### config.mk
export PLATFORM = sky130hd
export DESIGN_NAME = muldiv_unit
export DESIGN_NICKNAME = d
export VERILOG_FILES = /design/src/rtl/muldiv_unit_pkg.sv /design/src/rtl/muldiv_step.sv /design/src/rtl/muldiv_unit.sv
export SDC_FILE = /design/constraint.sdc
export NUM_CORES = 1
export LEC_CHECK = 0
export CAP_MARGIN = 10
export CORE_ASPECT_RATIO = 0.6
export CORE_MARGIN = 2
export CORE_UTILIZATION = 40
export DETAILED_ROUTE_END_ITERATION = 7
export HOLD_SLACK_MARGIN = 0.06
export RECOVER_POWER = 25
export SYNTH_ARGS = -nofsm -noshare
export SYNTH_HDL_FRONTEND = slang
export SYNTH_SLANG_ARGS = --single-unit
export TNS_END_PERCENT = 100
### constraint.sdc
create_clock -name clk -period 9.65 [get_ports clk]
set_clock_uncertainty 0.05 [all_clocks]
set_input_delay 1.93 -clock clk [delete_from_list [all_inputs] [get_ports clk]]
set_output_delay 1.93 -clock clk [all_outputs]
set_load 0.05 [all_outputs]
### src/rtl/muldiv_unit_pkg.sv
// Shared definitions for the multiply/divide unit: R-type function codes,
// FSM state encoding and small decode helpers.
package muldiv_unit_pkg;

    // R-type func field codes handled by the unit
    localparam logic [5:0] FN_MTHI  = 6'h11;
    localparam logic [5:0] FN_MTLO  = 6'h13;
    localparam logic [5:0] FN_MULT  = 6'h18;
    localparam logic [5:0] FN_MULTU = 6'h19;
    localparam logic [5:0] FN_DIV   = 6'h1A;
    localparam logic [5:0] FN_DIVU  = 6'h1B;

    typedef enum logic [1:0] {
        ST_IDLE = 2'd0,
        ST_RUN  = 2'd1,
        ST_FIX  = 2'd2
    } state_t;

    // True for the four iterative operations that occupy the unit
    function automatic logic is_muldiv(input logic [5:0] f);
        return (f == FN_MULT) || (f == FN_MULTU) || (f == FN_DIV) || (f == FN_DIVU);
    endfunction

    function automatic logic is_div(input logic [5:0] f);
        return (f == FN_DIV) || (f == FN_DIVU);
    endfunction

    // Signed variants work on operand magnitudes and fix the sign at the end
    function automatic logic is_signed_op(input logic [5:0] f);
        return (f == FN_MULT) || (f == FN_DIV);
    endfunction

endpackage

### src/rtl/muldiv_step.sv
// One combinational iteration of the multiply/divide datapath on {acc, q}.
//  mul: shift-add, LSB of q selects whether operand is added; pair shifts right.
//  div: restoring step, pair shifts left, trial subtract of operand, quotient bit into q.
module muldiv_step #(
    parameter int WIDTH = 32
) (
    input  logic             div_mode,
    input  logic [WIDTH-1:0] acc,
    input  logic [WIDTH-1:0] q,
    input  logic [WIDTH-1:0] operand,
    output logic [WIDTH-1:0] acc_next,
    output logic [WIDTH-1:0] q_next
);

    logic [WIDTH:0]   sum;
    logic [WIDTH:0]   shifted;
    logic [WIDTH-1:0] trial;

    // Compute both step flavours and select by mode
    always_comb begin
        // NOTE: every output of a combinational block gets a default first so no latch is inferred.
        acc_next = acc;
        q_next   = q;
        sum      = {1'b0, acc} + (q[0] ? {1'b0, operand} : '0);
        shifted  = {acc, q[WIDTH-1]};
        // Only used when shifted >= operand, so the result always fits WIDTH bits
        trial    = shifted[WIDTH-1:0] - operand;
        if (div_mode) begin
            if (shifted >= {1'b0, operand}) begin
                acc_next = trial;
                q_next   = {q[WIDTH-2:0], 1'b1};
            end else begin
                acc_next = shifted[WIDTH-1:0];
                q_next   = {q[WIDTH-2:0], 1'b0};
            end
        end else begin
            {acc_next, q_next} = {sum, q[WIDTH-1:1]};
        end
    end

endmodule

### src/rtl/muldiv_unit.sv
// Iterative MULT/MULTU/DIV/DIVU unit with architectural HI/LO and direct MTHI/MTLO.
// FSM IDLE -> RUN (WIDTH steps) -> FIX (sign correction, HI/LO write) -> IDLE.
// Optional build macro MULDIV_FAST_MULT_EN: MULT/MULTU skip RUN using a
// single-cycle multiplier; division stays iterative.
module muldiv_unit
    import muldiv_unit_pkg::*;
#(
    parameter int WIDTH = 32
) (
    input  logic             clk,
    input  logic             rst_n,
    input  logic             start,
    input  logic [5:0]       func,
    input  logic [WIDTH-1:0] op_a,
    input  logic [WIDTH-1:0] op_b,
    input  logic             flush,
    output logic             busy,
    output logic             done,
    output logic             div_zero,
    output logic [WIDTH-1:0] hi,
    output logic [WIDTH-1:0] lo
);

    localparam int CW = $clog2(WIDTH);

    state_t           state, state_next;
    logic [CW-1:0]    count;
    logic [WIDTH-1:0] acc, q, operand;
    logic             div_mode, neg_q, neg_r, dz;
    logic [WIDTH-1:0] step_acc, step_q;
    logic             sign_a, sign_b, issue, fast_mul;
    logic [WIDTH-1:0] mag_a, mag_b;
    logic [2*WIDTH-1:0] prod_res;
    logic [WIDTH-1:0] quot_res, rem_res;

    assign sign_a = is_signed_op(func) & op_a[WIDTH-1];
    assign sign_b = is_signed_op(func) & op_b[WIDTH-1];
    assign mag_a  = sign_a ? -op_a : op_a;
    assign mag_b  = sign_b ? -op_b : op_b;
    assign issue  = start && !flush && (state == ST_IDLE) && is_muldiv(func);

`ifdef MULDIV_FAST_MULT_EN
    assign fast_mul = (func == FN_MULT) || (func == FN_MULTU);
`else
    assign fast_mul = 1'b0;
`endif

    muldiv_step #(.WIDTH(WIDTH)) u_step (
        .div_mode (div_mode),
        .acc      (acc),
        .q        (q),
        .operand  (operand),
        .acc_next (step_acc),
        .q_next   (step_q)
    );

    // Sign-corrected results written to HI/LO in FIX
    always_comb begin
        prod_res = neg_q ? -{acc, q} : {acc, q};
        quot_res = dz ? '1 : (neg_q ? -q : q);
        rem_res  = neg_r ? -acc : acc;
    end

    // Next-state decode; flush always returns to IDLE
    always_comb begin
        state_next = state;
        case (state)
            ST_IDLE: if (issue) state_next = fast_mul ? ST_FIX : ST_RUN;
            ST_RUN:  if (count == CW'(WIDTH - 1)) state_next = ST_FIX;
            ST_FIX:  state_next = ST_IDLE;
            default: state_next = ST_IDLE;
        endcase
        if (flush) state_next = ST_IDLE;
    end

    // State register and registered busy flag
    always_ff @(posedge clk or negedge rst_n) begin
        if (!rst_n) begin
            state <= ST_IDLE;
            busy  <= 1'b0;
        end else begin
            // NOTE: sequential state uses non-blocking assignments so all flops update from pre-edge values.
            state <= state_next;
            busy  <= (state_next != ST_IDLE);
        end
    end

    // Operand capture, iteration, HI/LO write-back and completion pulses
    always_ff @(posedge clk or negedge rst_n) begin
        if (!rst_n) begin
            count    <= '0;
            acc      <= '0;
            q        <= '0;
            operand  <= '0;
            div_mode <= 1'b0;
            neg_q    <= 1'b0;
            neg_r    <= 1'b0;
            dz       <= 1'b0;
            hi       <= '0;
            lo       <= '0;
            done     <= 1'b0;
            div_zero <= 1'b0;
        end else begin
            done     <= 1'b0;
            div_zero <= 1'b0;
            case (state)
                ST_IDLE: if (start && !flush) begin
                    if (func == FN_MTHI) hi <= op_a;
                    if (func == FN_MTLO) lo <= op_a;
                    if (is_muldiv(func)) begin
                        count    <= '0;
                        div_mode <= is_div(func);
                        neg_q    <= sign_a ^ sign_b;
                        neg_r    <= sign_a;
                        dz       <= is_div(func) && (op_b == '0);
                        acc      <= '0;
                        // Divider shifts the dividend out of q; multiplier shifts the multiplier out
                        if (is_div(func)) begin
                            q       <= mag_a;
                            operand <= mag_b;
                        end else begin
                            q       <= mag_b;
                            operand <= mag_a;
                        end
`ifdef MULDIV_FAST_MULT_EN
                        if (fast_mul) {acc, q} <= {{WIDTH{1'b0}}, mag_a} * {{WIDTH{1'b0}}, mag_b};
`endif
                    end
                end
                ST_RUN: if (!flush) begin
                    acc   <= step_acc;
                    q     <= step_q;
                    count <= count + CW'(1);
                end
                ST_FIX: if (!flush) begin
                    done     <= 1'b1;
                    div_zero <= dz;
                    if (div_mode) begin
                        hi <= rem_res;
                        lo <= quot_res;
                    end else begin
                        hi <= prod_res[2*WIDTH-1:WIDTH];
                        lo <= prod_res[WIDTH-1:0];
                    end
                end
                default: ;
            endcase
        end
    end

endmodule
==> impl_metrics.py, run 1 <==
metrics = {
    "run_status": {
        "status": "finished, final reports clean",
    },
    "cells_and_area": {
        "fin_cells": 2518,
        "multiInputGateArea_um2": 9935,
        "syn2layout_area_growth_pct": 15.57,
        "finish.net_count": 2147,
        "antenna-diode-count": 0,
        "fillCellCount": 3634,
        "final_layout_size_suffix_gt1_frac": 0.04916,
        "area.sequential_um2": 4355,
    },
    "clock_network": {
        "cts_tree": "built",
        "insertion_delay_ps": 470,
        "cts_root_buffer": "clkbuf_16",
        "clk_slew_on_worst_s_h_paths_ps": 70,
        "cts-hold-fix-buffers": 0,
        "postCtsResizedCells": 0,
        "cts.htree.levels": 4,
        "cts_setup_buffers": 0,
        "tritoncts_buffers": 17,
        "numClockSinks": 174,
        "clock_tree.buffer_depth": 2,
    },
    "sta": {
        "setup_tns_ps": 0,
        "max_clock_freq_mhz": 182.4,
        "period_needed_ps": 5481,
        "report.final.setup_viol": 0,
        "post-route-period-util": 0.5680,
        "layout_setup_ws_ps": 4169,
        "max_slew_headroom": 0.2286,
        "grt_setup_unrepaired": "false",
        "worst_slew_pin_slew_ps": 1156,
        "timing_hold_violations_final": 0,
        "finalMaxSlewViolations": 0,
    },
    "synth": {
        "synth_top_area_cell": "dfrtp_1",
        "synth.top_cells.by_count": "nand2_1 (207), nor2_1 (189), o21ai_0 (181)",
        "count_of_flip_flops_with_a_built_in_enable_after_synthesis": 0,
        "ys_seq_area_frac": 0.2895,
        "synthesis.yosys.warnings": 0,
        "synth_top_cells_by_area": "dfrtp_1 (29%), xnor2_1 (6.1%), o21ai_0 (6.0%)",
        "yosys_register_bits": 174,
        "postSynth.topFlopCell": "dfrtp_1",
        "postSynthNetCount": 2092,
        "async_flop_share": 1.000,
        "ys_types": 79,
        "syn-instance-count": 1946,
        "yosysMostFrequentCell": "nand2_1",
        "synth.cell_area_um2": 15040,
        "synth_largest_type_area_fraction": 0.2895,
        "syn_avg_cell_area_um2": 7.728,
    },
    "floorplanning": {
        "fp.dieW_um": 254.3,
        "start_util": 0.4099,
        "top_level_ports": 141,
        "design.die.area_um2": 39210,
        "core_area_um2": 36690,
        "row_count": 54,
        "fp.dieH_um": 154.2,
    },
    "place": {
        "dpl.hpwl_mm": 46.56,
        "port_buffers": 140,
        "dp_slack_ps": 3876,
        "routabilityCongestion": 0.9986,
        "place.detailed.instances": 2485,
    },
    "power_and_ir_drop": {
        "power.ir.vdd_worst_mv": 0.1820,
        "power_per_cell_area_nw_per_um2": 262.9,
        "power.sequential.fraction": 0.254,
        "power.share.switching": 0.4974,
        "power.combinational.fraction": 0.586,
        "total_switching_power_w": 0.002273,
        "cellInternalPower_w": 0.002296,
        "power_frac_clock": 0.160,
        "power.leakage_nw": 7.205,
    },
    "critical_path": {
        "critPathSlowestCell": "and2_0",
        "worstSetupStartpointType": "input pin",
        "critPathMaxStageDelay_ps": 980,
        "crit_arrival_ps": 5780,
        "setup.worst_path.start": "func[4]",
        "cp-end-kind": "register",
        "worst-r2r-setup-slack_ps": 4400,
        "cell_count_of_the_worst_reg_to_reg_path": 13,
        "worstPathCellList": "clkdlybuf4s50_1, nor3b_1, and2_1, nor2b_1, and2_0, o21ai_0, xor2_1, mux2i_1, a221o_1",
        "worstReg2RegStart": "q[0]",
        "crit_path_buf_inv_count": 1,
        "timing.critical_path.required_ps": 9940,
        "worstPathMaxFanout": 15,
        "timing.critical_path.max_delay_family": "simple AND/OR/NAND/NOR gates",
        "timing.setup.critical_path_class": "input pin to register",
        "r2r_end": "acc[31]",
    },
    "drt": {
        "dr_drc_count": 0,
        "route.final.wire_length_mm": 61.39,
        "first_iter_violations": 1982,
        "detailedRoute.firstPassIterationCount": 6,
        "detail_route.wl_per_cell_um": 24.38,
        "number_of_nets_with_antenna_violations_after_detailed_routing": 0,
        "routed-via-count": 15600,
        "avgViaCountPerCell": 6.195,
    },
    "worst_hold_path": {
        "hold_path_depth": 2,
        "whs_endpoint": "lo[29]",
        "hold_path.startpoint": "lo[29]",
        "hold_path.class": "register to register",
    },
    "job": {
        "cap_viol_max_count": 0,
    },
    "global_route": {
        "via_count_of_the_first_global_routing_pass": 14380,
        "overflow": 0,
        "grt_first_pass_wirelength_mm": 92.45,
        "grt_antenna_before_repair": 4,
        "track_usage": 0.3124,
        "grt_start_max_net_pins": 105,
    },
}
==> tightest hold or removal path, delay by kind of cell, from the launching register on <==
family             cells  cell delay, ps
and+or+nand+nor        1              40
DFF                    1             340
AOI/OAI and AO/OA      1              60
==> cells in the final DEF, fill, tap and decap left out, types with 10 or more instances in the layout <==
master and count:
and2_1 13, nor2_1 187, o41ai_1 12, clkdlybuf4s50_1 139, o21ai_0 180, nor3_1 44
buf_4 23, mux2_2 13, xor2_1 62, nor4_1 12, nand2b_1 16, o211ai_1 29
inv_1 70, o21ai_1 11, a211oi_1 14, or3_1 28, nand3_1 40, a22oi_1 28
ha_1 70, o22ai_1 33, o221ai_1 13, xnor2_1 104, and3_1 10, a21oi_1 159
dfrtp_1 173, nand2_1 207, a31oi_1 36, nand4_1 19, clkbuf_16 17, mux2i_1 39
or4_1 12, a21o_1 28, nor2b_1 15, o31ai_1 21
==> per-layer routing <==
layer,part of all wire,vias up,GRT usage
li1,-,7154,-
met1,0.49,7578,0.5053
met2,0.38,789,0.4031
met3,0.11,75,0.07977
met4,0.017,4,0.06303
met5,0.00044,-,0
==> sequential cells by signal, indices dropped and copies added (netlist names), 2 cells and up <==
signal and cells:
operand 32, hi 32, lo 32, acc 32
state 2, count 5, q 32
==> worst max-delay path by stage <==
stage | to | slack, ps | depth (start not counted)
2_1_floorplan | q[22] | 5580 | 8
3_3_place_gp | q[22] | 3960 | 9
3_5_place_dp | q[22] | 3880 | 9
4_1_cts | q[22] | 4350 | 9
5_1_grt | q[22] | 4000 | 9
6_report | q[22] | 4170 | 9
==> power groups by stage <==
stage / clock [W] / combinational (W) / sequential [W]
finish: 0.000729 / 0.00268 / 0.00116
CTS: 0.000730 / 0.00261 / 0.00115
global route: 0.000756 / 0.00291 / 0.00118
floorplan: 0 / 0.00188 / 0.00112
detailed placement: 0 / 0.00259 / 0.00116
global placement: 0 / 0.00257 / 0.00116
==> final cells by class <==
cell class,count,share of cell area
sequential,174,0.2506
inverter,72,0.01555
timing repair buffer,164,0.09237
clock inverter,8,0.004680
clock buffer,24,0.02887
multi-input combinational,1572,0.5716
tap,504,0.03629
==> cells by family (layout without fill, tap and decap cells) <==
| logic type | after synthesis | in the layout | share of synthesized area |
|---|---|---|---|
| and+or+nand+nor | 648 | 648 | 0.2048 |
| xor gates and xnor gates | 166 | 166 | 0.09668 |
| adders and majority gates | 72 | 72 | 0.06090 |
| muxes | 52 | 52 | 0.03569 |
| DFF | 174 | 174 | 0.2895 |
| buffers and inverters | 200 | 268 | 0.05183 |
| AOI/OAI and AO/OA | 634 | 634 | 0.2605 |
==> stage by stage <==
| stage | power [W] | hold slack (ps) | instance area (um2) | util |
|---|---|---|---|---|
| floorplan | 0.003001 | 405.9 | 15040 | - |
| global placement | 0.003730 | 416.2 | 16770 | 0.4571 |
| detailed placement | 0.003753 | 422.4 | 16770 | 0.4571 |
| CTS | 0.004487 | 438.6 | 17350 | 0.4730 |
| global route | 0.004843 | 458.2 | 17380 | 0.4737 |
| finish | 0.004569 | 429.7 | 17380 | 0.4737 |
Power figures use the tool's default switching activity.
==> run 2, diff against run 1 <==
==> constraint.sdc (replaced) <==
create_clock -name clk -period 5.2 [get_ports clk]
set_clock_uncertainty 0.05 [all_clocks]
set_input_delay 1.04 -clock clk [delete_from_list [all_inputs] [get_ports clk]]
set_output_delay 1.04 -clock clk [all_outputs]
set_load 0.05 [all_outputs]
==> run 2 against run 1 <==
Compared with the run above:
- total power grew 89%
- the flow now finishes with violations (capacitance limit, slew limit)
- register-to-register slack lost 3600 ps
- critical path type is now register to register
- final cell count grew 0.95%
==> impl_metrics.py, run 2 (synthesis gave the netlist of run 1 again) <==
metrics = {
    "run_status": {
        "status": "finished, violations left",
        "failed_checks": "capacitance limit, slew limit",
    },
    "drt": {
        "detailedRoute.firstPassIterationCount": 6,
        "avgViaCountPerCell": 6.196,
        "number_of_nets_with_antenna_violations_after_detailed_routing": 0,
        "route.final.wire_length_mm": 62.72,
        "dr_drc_count": 0,
        "detail_route.wl_per_cell_um": 24.67,
        "first_iter_violations": 2002,
        "routed-via-count": 15750,
    },
    "clock_network": {
        "cts-hold-fix-buffers": 0,
        "numClockSinks": 174,
        "cts_tree": "built",
        "clock_tree.buffer_depth": 2,
        "insertion_delay_ps": 470,
        "postCtsResizedCells": 0,
        "tritoncts_buffers": 17,
        "clk_slew_on_worst_s_h_paths_ps": 80,
        "cts_root_buffer": "clkbuf_16",
        "cts.htree.levels": 4,
        "cts_setup_buffers": 0,
    },
    "power_and_ir_drop": {
        "power.leakage_nw": 7.323,
        "power_per_cell_area_nw_per_um2": 492.5,
        "power.ir.vdd_worst_mv": 0.2918,
        "total_power_w": 0.008648,
    },
    "critical_path": {
        "r2r_end": "acc[23]",
        "crit_arrival_ps": 4610,
        "worstSetupStartpointType": "register",
        "setup.worst_path.start": "q[0]",
        "timing.setup.critical_path_class": "register to register",
        "critPathCapture": "acc[23]",
        "cp-end-kind": "register",
        "cell_count_of_the_worst_reg_to_reg_path": 15,
        "timing.critical_path.required_ps": 5460,
        "worstPathMaxFanout": 31,
        "worstReg2RegStart": "q[0]",
        "worst-r2r-setup-slack_ps": 840,
    },
    "sta": {
        "max_slew_headroom": -0.9825,
        "grt_setup_unrepaired": "false",
        "post-route-period-util": 0.8383,
        "report.final.setup_viol": 0,
        "max_clock_freq_mhz": 229.4,
        "period_needed_ps": 4359,
        "setup_tns_ps": 0,
        "timing_hold_violations_final": 0,
        "worst_slew_pin_slew_ps": 2974,
        "hold_ws_ps": 433.0,
        "finalMaxSlewViolations": 113,
    },
    "cells_and_area": {
        "leading_cell_type_in_the_layout_fill_and_taps_excluded": "nand2_1",
        "finish.net_count": 2169,
        "stdcell_area_um2": 17560,
        "final_layout_size_suffix_gt1_frac": 0.05747,
        "most_used_cells_in_the_layout_excluding_fill_and_tap_cells": "nand2_1 (207), nor2_1 (188), o21ai_0 (180), dfrtp_1 (173), a21oi_1 (159)",
        "syn2layout_area_growth_pct": 16.76,
    },
    "global_route": {
        "grt_start_max_net_pins": 113,
        "grt_first_pass_wirelength_mm": 93.59,
        "via_count_of_the_first_global_routing_pass": 14390,
        "overflow": 0,
        "grt_antenna_before_repair": 2,
        "track_usage": 0.3193,
    },
    "place": {
        "dpl.hpwl_mm": 48.54,
        "placed_inst_area_um2": 16950,
        "routabilityCongestion": 0.9886,
        "port_buffers": 140,
    },
    "floorplanning": {
        "row_count": 54,
        "fp.dieH_um": 154.2,
        "fp.dieW_um": 254.3,
        "start_util": 0.4099,
        "core_area_um2": 36690,
        "top_level_ports": 141,
        "design.die.area_um2": 39210,
    },
    "worst_hold_path": {
        "hold_path.class": "register to register",
    },
    "job": {
        "cap_viol_max_count": 1,
    },
}
[run 2: cell type report]
type	count	area [um2]
clock inverters	10	160.2
well taps	504	630.6
fillers	3701	19130
inverters	72	270.3
diodes	2	5.005
multi-input cells	1572	9926
flip-flops and latches	174	4355
clock buffers	22	464.2
repair buffers	186	1748
[run 2: metrics by stage]
step / utilization / setup slack (ps) / instances
2_1_floorplan: - / 1818 / 1946
3_3_place_gp: 0.4619 / 931.7 / 2508
3_5_place_dp: 0.4619 / 940.5 / 2508
4_1_cts: 0.4789 / 1064 / 2540
5_1_grt: 0.4786 / 381.2 / 2542
6_report: 0.4786 / 840.7 / 2542
[run 2: how the worst min path moves through the flow]
stage / cells after the start / endpoint / slack [ps] / from
after global routing: 2 / hi[30] / 460 / hi[30]
after floorplan: 2 / operand[16] / 410 / operand[16]
after detailed placement: 2 / lo[19] / 420 / lo[19]
after global placement: 2 / hi[30] / 420 / hi[30]
after CTS: 2 / lo[19] / 440 / lo[19]
final: 2 / lo[14] / 430 / lo[14]
[run 2: per-layer routing]
layer / up-vias / global-route usage / share of wire
met4: 0 / 0.08431 / 0.021
li1: 7195 / - / -
met2: 904 / 0.4066 / 0.37
met1: 7574 / 0.5026 / 0.48
met5: - / 0 / 0
met3: 77 / 0.09845 / 0.12
[run 2: critical path: stages (launching register included)]
cell and delay [ps]:
dfrtp_1 430, inv_1 90, buf_4 340, nor2_1 100
ha_1 450, nand3_1 220, nor2_1 510, nand4_1 220
a211oi_1 700, nor3_1 150, buf_4 180, o211ai_1 260
buf_4 180, xor2_1 60, a22oi_1 140, o21ai_0 100
[run 2: power by group]
| part | switching (W) | internal, W | total (W) |
|---|---|---|---|
| combinational | 0.00309 | 0.00194 | 0.00504 |
| clock | 0.000618 | 0.000831 | 0.00145 |
| sequential | 0.000537 | 0.00162 | 0.00216 |
| total | 0.00425 | 0.00440 | 0.00865 |
==> run 3, diff against run 2 <==
==> constraint.sdc (replaced) <==
create_clock -name clk -period 4.03 [get_ports clk]
set_clock_uncertainty 0.05 [all_clocks]
set_input_delay 0.806 -clock clk [delete_from_list [all_inputs] [get_ports clk]]
set_output_delay 0.806 -clock clk [all_outputs]
set_load 0.05 [all_outputs]
==> run 3 against run 2 <==
Compared with the run above:
- the run still ends with capacitance limit, slew limit left
- via count increased by 1.3%
- non-clock buffer count increased by 67
- clock power increased by 35%
- routed wire length increased by 0.76%
- worst hold slack got worse by 6.2 ps
- combinational power increased by 38%
- design area increased by 3.4%
- sequential share of layout area decreased by 0.81 points
- utilization increased by 1.6 points
- first-iteration DRC count increased by 9.1%
==> impl_metrics.py, run 3 (synthesis gave the netlist of run 1 again) <==
metrics = {
    "floorplanning": {
        "design.die.area_um2": 39210,
        "fp.dieH_um": 154.2,
        "start_util": 0.4099,
        "fp.dieW_um": 254.3,
        "top_level_ports": 141,
        "row_count": 54,
        "core_area_um2": 36690,
    },
    "cells_and_area": {
        "area.sequential_um2": 4355,
        "multiInputGateArea_um2": 9931,
        "fin_cells": 2606,
        "most_used_cells_in_the_layout_excluding_fill_and_tap_cells": "nand2_1 (207), nor2_1 (188), o21ai_0 (180), dfrtp_1 (173), a21oi_1 (159)",
        "antenna-diode-count": 0,
        "finish.net_count": 2236,
        "final_layout_size_suffix_gt1_frac": 0.08754,
        "layout.core_utilization": 0.4947,
        "stdcell_area_um2": 18150,
        "leading_cell_type_in_the_layout_fill_and_taps_excluded": "nand2_1",
        "syn2layout_area_growth_pct": 20.69,
        "fillCellCount": 3535,
    },
    "sta": {
        "max_clock_freq_mhz": 266.4,
        "post-route-period-util": 0.9313,
        "worst_slew_pin_slew_ps": 1857,
        "report.final.setup_viol": 0,
        "grt_setup_unrepaired": "false",
        "max_slew_headroom": -0.2378,
        "timing_hold_violations_final": 0,
        "period_needed_ps": 3753,
        "finalMaxSlewViolations": 62,
        "layout_setup_ws_ps": 276.7,
        "setup_tns_ps": 0,
    },
    "critical_path": {
        "worstSetupStartpointType": "register",
        "cp-end-kind": "register",
        "crit_path_buf_inv_count": 4,
        "worstPathCellList": "inv_1, buf_12, nor2_1, ha_1, o21ai_0, o21a_1, or4_1, a31oi_1, buf_4, a221o_1, a211oi_1, buf_4, o21ai_0, xnor2_1, o221ai_1",
        "r2r_end": "acc[30]",
        "setup.worst_path.start": "q[0]",
        "worstReg2RegStart": "q[0]",
        "worst-r2r-setup-slack_ps": 280,
        "crit_arrival_ps": 4020,
        "timing.setup.critical_path_class": "register to register",
        "timing.critical_path.required_ps": 4300,
        "cell_count_of_the_worst_reg_to_reg_path": 15,
        "critPathSlowestCell": "or4_1",
        "critPathMaxStageDelay_ps": 550,
        "timing.critical_path.max_delay_family": "compound AO/OA/AOI/OAI gates",
        "worstPathMaxFanout": 12,
    },
    "clock_network": {
        "insertion_delay_ps": 460,
        "cts_tree": "built",
        "cts_root_buffer": "clkbuf_16",
        "clk_slew_on_worst_s_h_paths_ps": 70,
        "cts.htree.levels": 4,
        "tritoncts_buffers": 17,
        "cts-hold-fix-buffers": 0,
        "clock_tree.buffer_depth": 2,
        "numClockSinks": 174,
    },
    "drt": {
        "detailedRoute.firstPassIterationCount": 6,
        "routed-via-count": 15960,
        "route.final.wire_length_mm": 63.19,
        "number_of_nets_with_antenna_violations_after_detailed_routing": 0,
        "avgViaCountPerCell": 6.123,
        "first_iter_violations": 2184,
        "detail_route.wl_per_cell_um": 24.25,
        "dr_drc_count": 0,
    },
    "worst_hold_path": {
        "whs_endpoint": "hi[30]",
        "hold_path.startpoint": "hi[30]",
        "hold_path_depth": 2,
        "hold_path.class": "register to register",
    },
    "place": {
        "dp_slack_ps": 136.6,
        "dpl.hpwl_mm": 48.92,
        "placed_inst_area_um2": 17500,
        "place.detailed.instances": 2575,
        "routabilityCongestion": 1.014,
        "port_buffers": 140,
    },
    "global_route": {
        "overflow": 0,
        "grt_antenna_before_repair": 2,
        "grt_start_max_net_pins": 65,
        "via_count_of_the_first_global_routing_pass": 14580,
        "grt_first_pass_wirelength_mm": 93.68,
        "track_usage": 0.3199,
    },
    "power_and_ir_drop": {
        "power.leakage_nw": 7.692,
        "power_per_cell_area_nw_per_um2": 639.4,
        "power.ir.vdd_worst_mv": 0.4856,
    },
    "run_status": {
        "failed_checks": "capacitance limit, slew limit",
        "status": "finished, violations left",
    },
    "job": {
        "cap_viol_max_count": 1,
    },
}
run 3: worst register-to-register path: cells and delay by family, from the launching register on:
kind / cells / cell delay [ps]
buffers and inverters: 4 / 750
AOI/OAI and AO/OA: 7 / 1330
adders and majority gates: 1 / 330
xor gates and xnor gates: 1 / 160
DFF: 1 / 400
and+or+nand+nor: 2 / 610
run 3: layer usage:
metal	global-route usage	routed length, um	up-vias	part of all wire
li1	-	-	7335	-
met1	0.4969	29280	7558	0.46
met2	0.4076	23760	973	0.38
met3	0.1156	8855	86	0.14
met4	0.07395	1276	4	0.020
met5	0	27	-	0.00043
run 3: where the power goes:
part | total (W) | switching (W) | internal (W)
Clock | 0.00196 | 0.000781 | 0.00118
Combinational | 0.00693 | 0.00413 | 0.00280
Sequential | 0.00272 | 0.000620 | 0.00210
Total | 0.0116 | 0.00553 | 0.00607
run 3: worst max-delay path by stage:
stage | end | cells after the start
detailed placement | q[25] | 10
global placement | q[25] | 10
CTS | acc[31] | 14
floorplan | acc[28] | 13
global route | acc[31] | 14
finish | acc[30] | 15
run 3: final cells by class:
cell class,instances,area share
multi-input cells,1572,0.5472
clock buffers,20,0.02461
well taps,504,0.03474
repair buffers,253,0.1269
flip-flops and latches,174,0.2400
inverters,72,0.01489
clock inverters,11,0.01172
run 3: repair_timing:
action	CTS	global route
setup endpoints to repair	0	1
gates resized for setup	0	1
setup buffers	0	0
run 3: per-stage QoR:
stage / power, W / hold WS (ps)
after floorplan: 0.007186 / 405.9
after global placement: 0.009374 / 414.3
after detailed placement: 0.009422 / 419.5
after CTS: 0.01140 / 305.2
after global routing: 0.01229 / 449.7
final: 0.01161 / 426.7
